===== config.mk =====
export PLATFORM = sky130hd
export DESIGN_NAME = seq_stage_ctrl
export DESIGN_NICKNAME = d
export VERILOG_FILES = /design/src/rtl/y86_pkg.sv /design/src/rtl/seq_stage_ctrl_mem_wait_timer.sv /design/src/rtl/seq_stage_ctrl.sv
export SDC_FILE = /design/constraint.sdc
export NUM_CORES = 1
export LEC_CHECK = 0
export CORE_MARGIN = 8
export CORE_UTILIZATION = 43
export CTS_CLUSTER_DIAMETER = 80
export DETAILED_ROUTE_END_ITERATION = 16
export GPL_ROUTABILITY_DRIVEN = 0
export GPL_TIMING_DRIVEN = 1
export PLACE_DENSITY = 0.75
export REMOVE_ABC_BUFFERS = 1
export SKIP_CTS_REPAIR_TIMING = 1
export SLEW_MARGIN = 10
export SYNTH_ARGS = -nofsm -noshare
export SYNTH_HDL_FRONTEND = slang
export SYNTH_HIERARCHICAL = 1
export SYNTH_SLANG_ARGS = --single-unit

===== constraint.sdc =====
create_clock -name clk -period 1.9 [get_ports clk]
set_input_delay 0.285 -clock clk [delete_from_list [all_inputs] [get_ports clk]]
set_output_delay 0.285 -clock clk [all_outputs]
set_load 0.02 [all_outputs]

===== src/rtl/y86_pkg.sv =====
// Shared definitions for the Y86-64 SEQ sequencer.
//   - icode constants (IHALT .. IPOPQ)
//   - processor status codes (SAOK, SHLT, SADR, SINS)
//   - controller state enum
//   - needs_mem()/writes_reg(): which optional stages an icode visits
package y86_pkg;

   localparam logic [3:0] IHALT   = 4'd0;
   localparam logic [3:0] INOP    = 4'd1;
   localparam logic [3:0] IRRMOVQ = 4'd2;
   localparam logic [3:0] IIRMOVQ = 4'd3;
   localparam logic [3:0] IRMMOVQ = 4'd4;
   localparam logic [3:0] IMRMOVQ = 4'd5;
   localparam logic [3:0] IOPQ    = 4'd6;
   localparam logic [3:0] IJXX    = 4'd7;
   localparam logic [3:0] ICALL   = 4'd8;
   localparam logic [3:0] IRET    = 4'd9;
   localparam logic [3:0] IPUSHQ  = 4'd10;
   localparam logic [3:0] IPOPQ   = 4'd11;

   localparam logic [2:0] SAOK = 3'd1;
   localparam logic [2:0] SHLT = 3'd2;
   localparam logic [2:0] SADR = 3'd3;
   localparam logic [2:0] SINS = 3'd4;

   typedef enum logic [2:0] {
      S_IDLE, S_FETCH, S_DECODE, S_EXECUTE,
      S_MEMORY, S_WRITEBACK, S_PCUPD, S_HALT
   } ctrl_state_t;

   // Instructions that touch data memory
   function automatic logic needs_mem(input logic [3:0] ic);
      return (ic == IRMMOVQ) || (ic == IMRMOVQ) || (ic == ICALL) ||
             (ic == IRET)    || (ic == IPUSHQ)  || (ic == IPOPQ);
   endfunction

   // Instructions that write the register file
   function automatic logic writes_reg(input logic [3:0] ic);
      return (ic == IRRMOVQ) || (ic == IIRMOVQ) || (ic == IOPQ)  ||
             (ic == IMRMOVQ) || (ic == ICALL)   || (ic == IRET)  ||
             (ic == IPUSHQ)  || (ic == IPOPQ);
   endfunction

endpackage


===== src/rtl/seq_stage_ctrl_mem_wait_timer.sv =====
// mem_wait_timer: counts consecutive cycles a memory request has waited.
//   clk, rst_n : clock, async active-low reset
//   clear      : zero the count (no request outstanding, or ack seen)
//   count      : request waiting this cycle without ack
//   timeout    : this is the MEM_TIMEOUT-th waiting cycle
module mem_wait_timer #(
   parameter int MEM_TIMEOUT = 15
) (
   input  logic clk,
   input  logic rst_n,
   input  logic clear,
   input  logic count,
   output logic timeout
);

   localparam int W = $clog2(MEM_TIMEOUT + 1);
   localparam logic [W-1:0] LAST = W'(MEM_TIMEOUT - 1);

   logic [W-1:0] cnt;

   always_ff @(posedge clk or negedge rst_n) begin
      if (!rst_n)
         cnt <= '0;
      else if (clear)
         cnt <= '0;
      else if (count && cnt != LAST)
         cnt <= cnt + W'(1);
   end

   // The controller checks ack first, so an ack on this cycle still wins
   assign timeout = (cnt == LAST);

endmodule


===== src/rtl/seq_stage_ctrl.sv =====
// seq_stage_ctrl: multi-cycle sequencer for the Y86-64 SEQ datapath.
// Steps FETCH -> DECODE -> EXECUTE -> [MEMORY] -> [WRITEBACK] -> PCUPD,
// runs the memory req/ack handshake and owns the status register.
// Ports:
//   clk, rst_n           clock, async active-low reset
//   start                leave IDLE
//   icode, instr_valid,  fetch results, sampled with mem_ack in FETCH
//   imem_error
//   dmem_error           data memory fault, sampled with mem_ack in MEMORY
//   mem_ack              memory request completes this cycle
//   *_en                 one-hot stage enables
//   mem_req              memory request (FETCH, MEMORY)
//   stat                 AOK/HLT/ADR/INS
//   busy, halted, retire status strobes
//   cycle_cnt, instr_cnt performance counters (only with SEQ_CTRL_PERF_EN)
// Build option: define SEQ_CTRL_PERF_EN to add the performance counters.
module seq_stage_ctrl
   import y86_pkg::*;
#(
   parameter int MEM_TIMEOUT = 15,
   parameter int CNT_W       = 32
) (
   input  logic             clk,
   input  logic             rst_n,
   input  logic             start,
   input  logic [3:0]       icode,
   input  logic             instr_valid,
   input  logic             imem_error,
   input  logic             dmem_error,
   input  logic             mem_ack,
   output logic             fetch_en,
   output logic             decode_en,
   output logic             exec_en,
   output logic             mem_en,
   output logic             wb_en,
   output logic             pc_en,
   output logic             mem_req,
   output logic [2:0]       stat,
   output logic             busy,
   output logic             halted,
   output logic             retire
`ifdef SEQ_CTRL_PERF_EN
   ,
   output logic [CNT_W-1:0] cycle_cnt,
   output logic [CNT_W-1:0] instr_cnt
`endif
);

   ctrl_state_t state;
   logic [3:0]  icode_q;
   logic        timeout;

   mem_wait_timer #(.MEM_TIMEOUT(MEM_TIMEOUT)) u_timer (
      .clk     (clk),
      .rst_n   (rst_n),
      .clear   (!mem_req || mem_ack),
      .count   (mem_req && !mem_ack),
      .timeout (timeout)
   );

   always_ff @(posedge clk or negedge rst_n) begin
      if (!rst_n) begin
         state   <= S_IDLE;
         stat    <= SAOK;
         icode_q <= '0;
      end else begin
         case (state)
            S_IDLE: if (start) state <= S_FETCH;
            S_FETCH: begin
               if (mem_ack) begin
                  if (imem_error) begin
                     stat  <= SADR;
                     state <= S_HALT;
                  end else if (!instr_valid) begin
                     stat  <= SINS;
                     state <= S_HALT;
                  end else if (icode == IHALT) begin
                     stat  <= SHLT;
                     state <= S_HALT;
                  end else begin
                     icode_q <= icode;
                     state   <= S_DECODE;
                  end
               end else if (timeout) begin
                  stat  <= SADR;
                  state <= S_HALT;
               end
            end
            S_DECODE: state <= S_EXECUTE;
            S_EXECUTE: begin
               if (needs_mem(icode_q))       state <= S_MEMORY;
               else if (writes_reg(icode_q)) state <= S_WRITEBACK;
               else                          state <= S_PCUPD;
            end
            S_MEMORY: begin
               if (mem_ack) begin
                  if (dmem_error) begin
                     stat  <= SADR;
                     state <= S_HALT;
                  end else if (writes_reg(icode_q)) begin
                     state <= S_WRITEBACK;
                  end else begin
                     state <= S_PCUPD;
                  end
               end else if (timeout) begin
                  stat  <= SADR;
                  state <= S_HALT;
               end
            end
            S_WRITEBACK: state <= S_PCUPD;
            S_PCUPD:     state <= S_FETCH;
            S_HALT:      state <= S_HALT;
            default:     state <= S_IDLE;
         endcase
      end
   end

   assign fetch_en  = (state == S_FETCH);
   assign decode_en = (state == S_DECODE);
   assign exec_en   = (state == S_EXECUTE);
   assign mem_en    = (state == S_MEMORY);
   assign wb_en     = (state == S_WRITEBACK);
   assign pc_en     = (state == S_PCUPD);
   assign mem_req   = fetch_en || mem_en;
   assign busy      = (state != S_IDLE) && (state != S_HALT);
   assign halted    = (state == S_HALT);

   // A halt instruction retires in the FETCH cycle that accepts it,
   // since it never reaches PCUPD
   assign retire = pc_en ||
                   (fetch_en && mem_ack && !imem_error && instr_valid &&
                    icode == IHALT);

`ifdef SEQ_CTRL_PERF_EN
   always_ff @(posedge clk or negedge rst_n) begin
      if (!rst_n) begin
         cycle_cnt <= '0;
         instr_cnt <= '0;
      end else begin
         if (busy)   cycle_cnt <= cycle_cnt + CNT_W'(1);
         if (retire) instr_cnt <= instr_cnt + CNT_W'(1);
      end
   end
`else
   logic unused_cnt_w;
   assign unused_cnt_w = (CNT_W > 0);
`endif

endmodule


==> Word level (Yosys, flattened, before mapping) <==
Index checks and enable logic that the tools add are counted.
{ "op_classes": {"addsub": 1, "eq_ne": 22, "n_mux": 21, "bitwise": 2, "n_reduce_logical": 32} }
{ "op_table": {"columns": ["op", "n"], "rows": [
  ["$mux 3", 15],
  ["$pmux 3 s8", 1],
  ["$eq 4x4->1 const B", 5],
  ["$logic_or 1x1->1", 15],
  ["$eq 3x3->1 const B", 4],
  ["$eq 4x3->1 const B", 3],
  ["$eq 4x2->1 const B", 2],
  ["$mux 4", 2],
  ["$logic_and 1x1->1", 7],
  ["$eq 3x2->1 const B", 2],
  ["$ne 3x3->1 const B", 2],
  ["$pmux 3 s2", 1],
  ["$ne 5x4->1 const B", 1],
  ["$reduce_and 5->1", 1],
  ["$add 4x1->4 const B", 1],
  ["$logic_not 4->1", 1],
  ["$mux 2", 2],
  ["$ne 4x4->1 const B", 1],
  ["$reduce_bool 2->1", 2],
  ["$eq 3x1->1 const B", 1],
  ["$logic_not 1->1", 3],
  ["$logic_not 3->1", 1],
  ["$reduce_and 3->1", 1],
  ["$reduce_bool 3->1", 1],
  ["other kinds (2)", 3]
]} }
{ "totals": {"reg_bits": 14, "input_bits": 11, "wordCells": 82} }

==> Logic depth before layout (Yosys ltp) <==
{ "depth": {"word_depth": 12, "mapped_depth": 8, "depth_no_buf": 8} }

==> Modules after synthesis <==
The synthesis kept the hierarchy.
{ "modules_own_cells": {"columns": ["mod", "n_inst", "cells_per_inst", "area_per_inst_um2"], "rows": [
  ["seq_stage_ctrl", 1, 78, 693.2],
  ["mem_wait_timer", 1, 24, 221.5]
]} }

==> Least setup slack after synthesis <==
No wires, ideal clock.
{ "synth_path": {"kind": "register to output", "from": "register state[1]", "to": "output port retire", "arrival_time_ps": 1593, "required_ps": 1615, "setup_slack_ps": 22, "path_stages_with_launch": 4, "n_path_buf": 1, "cell_sequence": "dfrtp_1 clkbuf_1 nor3b_1 o21bai_1"} }
{ "synth_lines": {"columns": ["element", "line", "text"], "rows": [
  ["start, declared", "seq_stage_ctrl.sv:49", "ctrl_state_t state;"],
  ["start signal, assigned", "seq_stage_ctrl.sv:63", "state <= S_IDLE;"],
  ["start signal, assigned", "seq_stage_ctrl.sv:68", "S_IDLE: if (start) state <= S_FETCH;"],
  ["start signal, assigned", "seq_stage_ctrl.sv:73", "state <= S_HALT;"],
  ["$eq 3x3->1", "seq_stage_ctrl.sv:123", "assign pc_en = (state == S_PCUPD);"],
  ["via pc_en", "seq_stage_ctrl.sv:36", "output logic pc_en,"],
  ["$logic_or 1x1->1", "seq_stage_ctrl.sv:130", "assign retire = pc_en ||"],
  ["end, declared", "seq_stage_ctrl.sv:41", "output logic retire"]
]} }
The timed path passes the listed nets, and every way through them passes these cells.

==> Worst setup path in the final report <==
{ "layout_path": {"from": "input port icode[1]", "to": "output port retire"} }
{ "layout_via": {"elab_chain_len": 3} }
{ "layout_rtl": {"columns": ["element", "line", "text"], "rows": [
  ["start, declared", "seq_stage_ctrl.sv:26", "input logic [3:0] icode,"],
  ["$logic_not 4->1", "seq_stage_ctrl.sv:132", "icode == IHALT);"],
  ["$logic_and 1x1->1", "seq_stage_ctrl.sv:131", "(fetch_en && mem_ack && !imem_error && instr_valid &&"],
  ["$logic_or 1x1->1", "seq_stage_ctrl.sv:130", null]
]} }
Every way passes these cells.

==> results_dict.tcl <==
set metrics [dict create \
    status "finished clean" \
    drc_errors 0 \
    synth_cell_type_count 40 \
    dp_hpwl_um 2070 \
    ctsLongestPathBuffers 2 \
    syn_avg_cell_area_um2 8.97 \
    min_period_ns 1.87 \
    postRouteAntennaNets 0 \
    cts_htree_levels 1 \
    first_pass_iters 4 \
    cts_sinks 14 \
    regToRegSetupSlack_ns 0.13 \
    drive_gt1_frac 0.292 \
    syn_inst 102 \
    via_per_inst 5.36 \
    p_leak_nw 0.715 \
    maxSlewViolCount 0 \
    grt_setup_unrepaired "false" \
    synth_edf_count 0 \
    required_ns 1.62 \
    final.setup.worst_slack_ns 0.0345 \
    final_common_cell "buf_4" \
    die_x_um 62.1 \
    antenna_found_initial 0 \
    synth_top_cell_area_share 0.356 \
    synth_compound_area_frac 0.216 \
    post_dp_cell_area_um2 1280 \
    dpl_worst_slack_ns -0.409 \
    drt_iter0_markers 19 \
    grt_usage 0.136 \
    wirelength_um 2660 \
    r2r-end "u_timer/cnt[1]" \
    tightest_slew_ns 0.627 \
    hold_viol 0 \
    skew_ns 0.00292 \
    timing.critical_path.buf_inv 2 \
    core_um2 1980 \
    yosysSeqAreaShare 0.384 \
    utilization 0.684 \
    synth-simple-area-share 0.297 \
    nets 158 \
    setup_viol 0 \
    cts_tree "yes" \
    dieArea_um2 3860 \
    num_antenna_cells 0 \
    crit_arrival_ns 1.58 \
    io_pins 24 \
    tns_ns 0 \
    path_depth 4 \
    start_util 0.461 \
    critical_path_class "primary input to primary output" \
    grt_first_pass_wirelength_um 4370 \
    synthMuxAreaShare 0.0123 \
    grt_pass1_vias 998 \
    overflow 0 \
    ys.flop_type "dfrtp_1" \
    peakVddDrop_mv 0.301 \
    cpPeakStageDelay_ns 0.55 \
    area_growth_syn_to_layout_pct 48.3 \
    fmax_mhz 536 \
    synthTopCellsByArea "dfrtp_1 36%, a21oi_1 4.9%, o21ai_0 3.8%" \
    r2r_start "state[0]" \
    cap_viol_max_count 0 \
    cp_max_fo 2 \
    ys_warn_count 6 \
    p_per_area_nw_per_um2 418 \
    vias 917 \
    syn_area_um2 915 \
    grt_start_max_net_pins 15 \
    num_rows 16 \
    clock-root-buffer "clkbuf_4" \
    synth_fa_ha_area_frac 0.0274 \
    cts_buffers 3 \
    mostFrequentLayoutCells "18 x buf_4, 13 x clkdlybuf4s50_1, 12 x dfrtp_1" \
    cpLargestDelayFamily "buffers and inverters" \
    reg2reg_depth 7 \
    port_buffers 23 \
    wire_per_inst_um 15.5 \
    path_cells "clkdlybuf4s50_1 -> or4_4 -> o21bai_1 -> buf_2" \
    synth_top_family_by_area "simple AND/OR/NAND/NOR gates" \
    worstHoldPathType "primary input to asynchronous set/reset pin" \
    post-route-period-util 0.982 \
    cpMaxStageDelayCell "or4_4" \
    synth_top_cell_by_area "dfrtp_1" \
    die-height_um 62.1 \
    worstSkewPairLatency_ns 0.28 \
    ys_ff_latch 14 \
    end_kind "primary output" \
    critPathLaunchType "primary input" \
    synthXorXnorAreaFrac 0.00958 \
    relSlewSlack 0.581 \
    async_reset_ff_frac 1.00 \
    clk_pin_slew_ns 0.09 \
    fin_area_um2 1360 \
]
registers in the layout, summed over array words and instances, names as in the netlist:
| signal | cells |
|---|---|
| icode_q | 4 |
| state | 3 |
| stat | 3 |
| u_timer/cnt | 4 |
worst max-delay path by stage:
stage             end  startpoint
2_1_floorplan  retire    state[2]
3_3_place_gp   retire    icode[1]
3_5_place_dp   retire    icode[1]
4_1_cts        retire    icode[1]
5_1_grt        retire    icode[1]
6_report       retire    icode[1]
cell type report:
type	instances	area, µm²
fillers	145	626
inverters	7	26.3
flip-flops and latches	14	353
multi-input cells	78	524
well taps	27	33.8
clock buffers	4	36.3
repair buffers	41	383
worst register-to-register path, delay by kind of cell (launching register included):
family	cells	cell delay (ns)
AOI/OAI and AO/OA	1	0.13
DFF	1	0.41
buffers and inverters	3	0.32
and+or+nand+nor	2	0.68
xor gates and xnor gates	1	0.16
cells by family after synthesis:
family | Yosys count
and+or+nand+nor | 44
AOI/OAI and AO/OA | 30
DFF | 14
buffers and inverters | 10
adders and majority gates | 2
xor gates and xnor gates | 1
muxes | 1
through the flow:
step | hold slack, ns | total power, mW | instances
2_1_floorplan | -0.0106 | 0.315 | 99
3_3_place_gp | 0.489 | 0.355 | 166
3_5_place_dp | 0.489 | 0.357 | 166
4_1_cts | 0.408 | 0.576 | 170
5_1_grt | 0.445 | 0.596 | 171
6_report | 0.390 | 0.567 | 171
synth_stat cells, types with 2 or more instances:
cell      count
nor2_1        8
inv_2         2
nor3b_1       3
a22o_1        2
o221ai_1      2
o21ai_0       7
a211oi_1      2
nand2_1       9
inv_1         5
a21oi_1       9
nor3_1        5
nand3_1       5
dfrtp_1      13
or3_1         2
nor2b_1       2
ha_1          2
where the power goes:
part           switching (mW)  leakage, nW  internal [mW]
sequential                  0        0.171          0.298
clock                   0.100       0.0210          0.116
combinational          0.0218        0.523         0.0310
total                   0.122        0.715          0.445
metal layers:
metal	vias up	global-route usage	routed length (µm)
met5	-	0	0
met4	0	0.0554	44
met3	6	0.0323	85
met2	17	0.259	1460
met1	441	0.136	1070
li1	453	-	-
(Power assumes the default switching activity.)
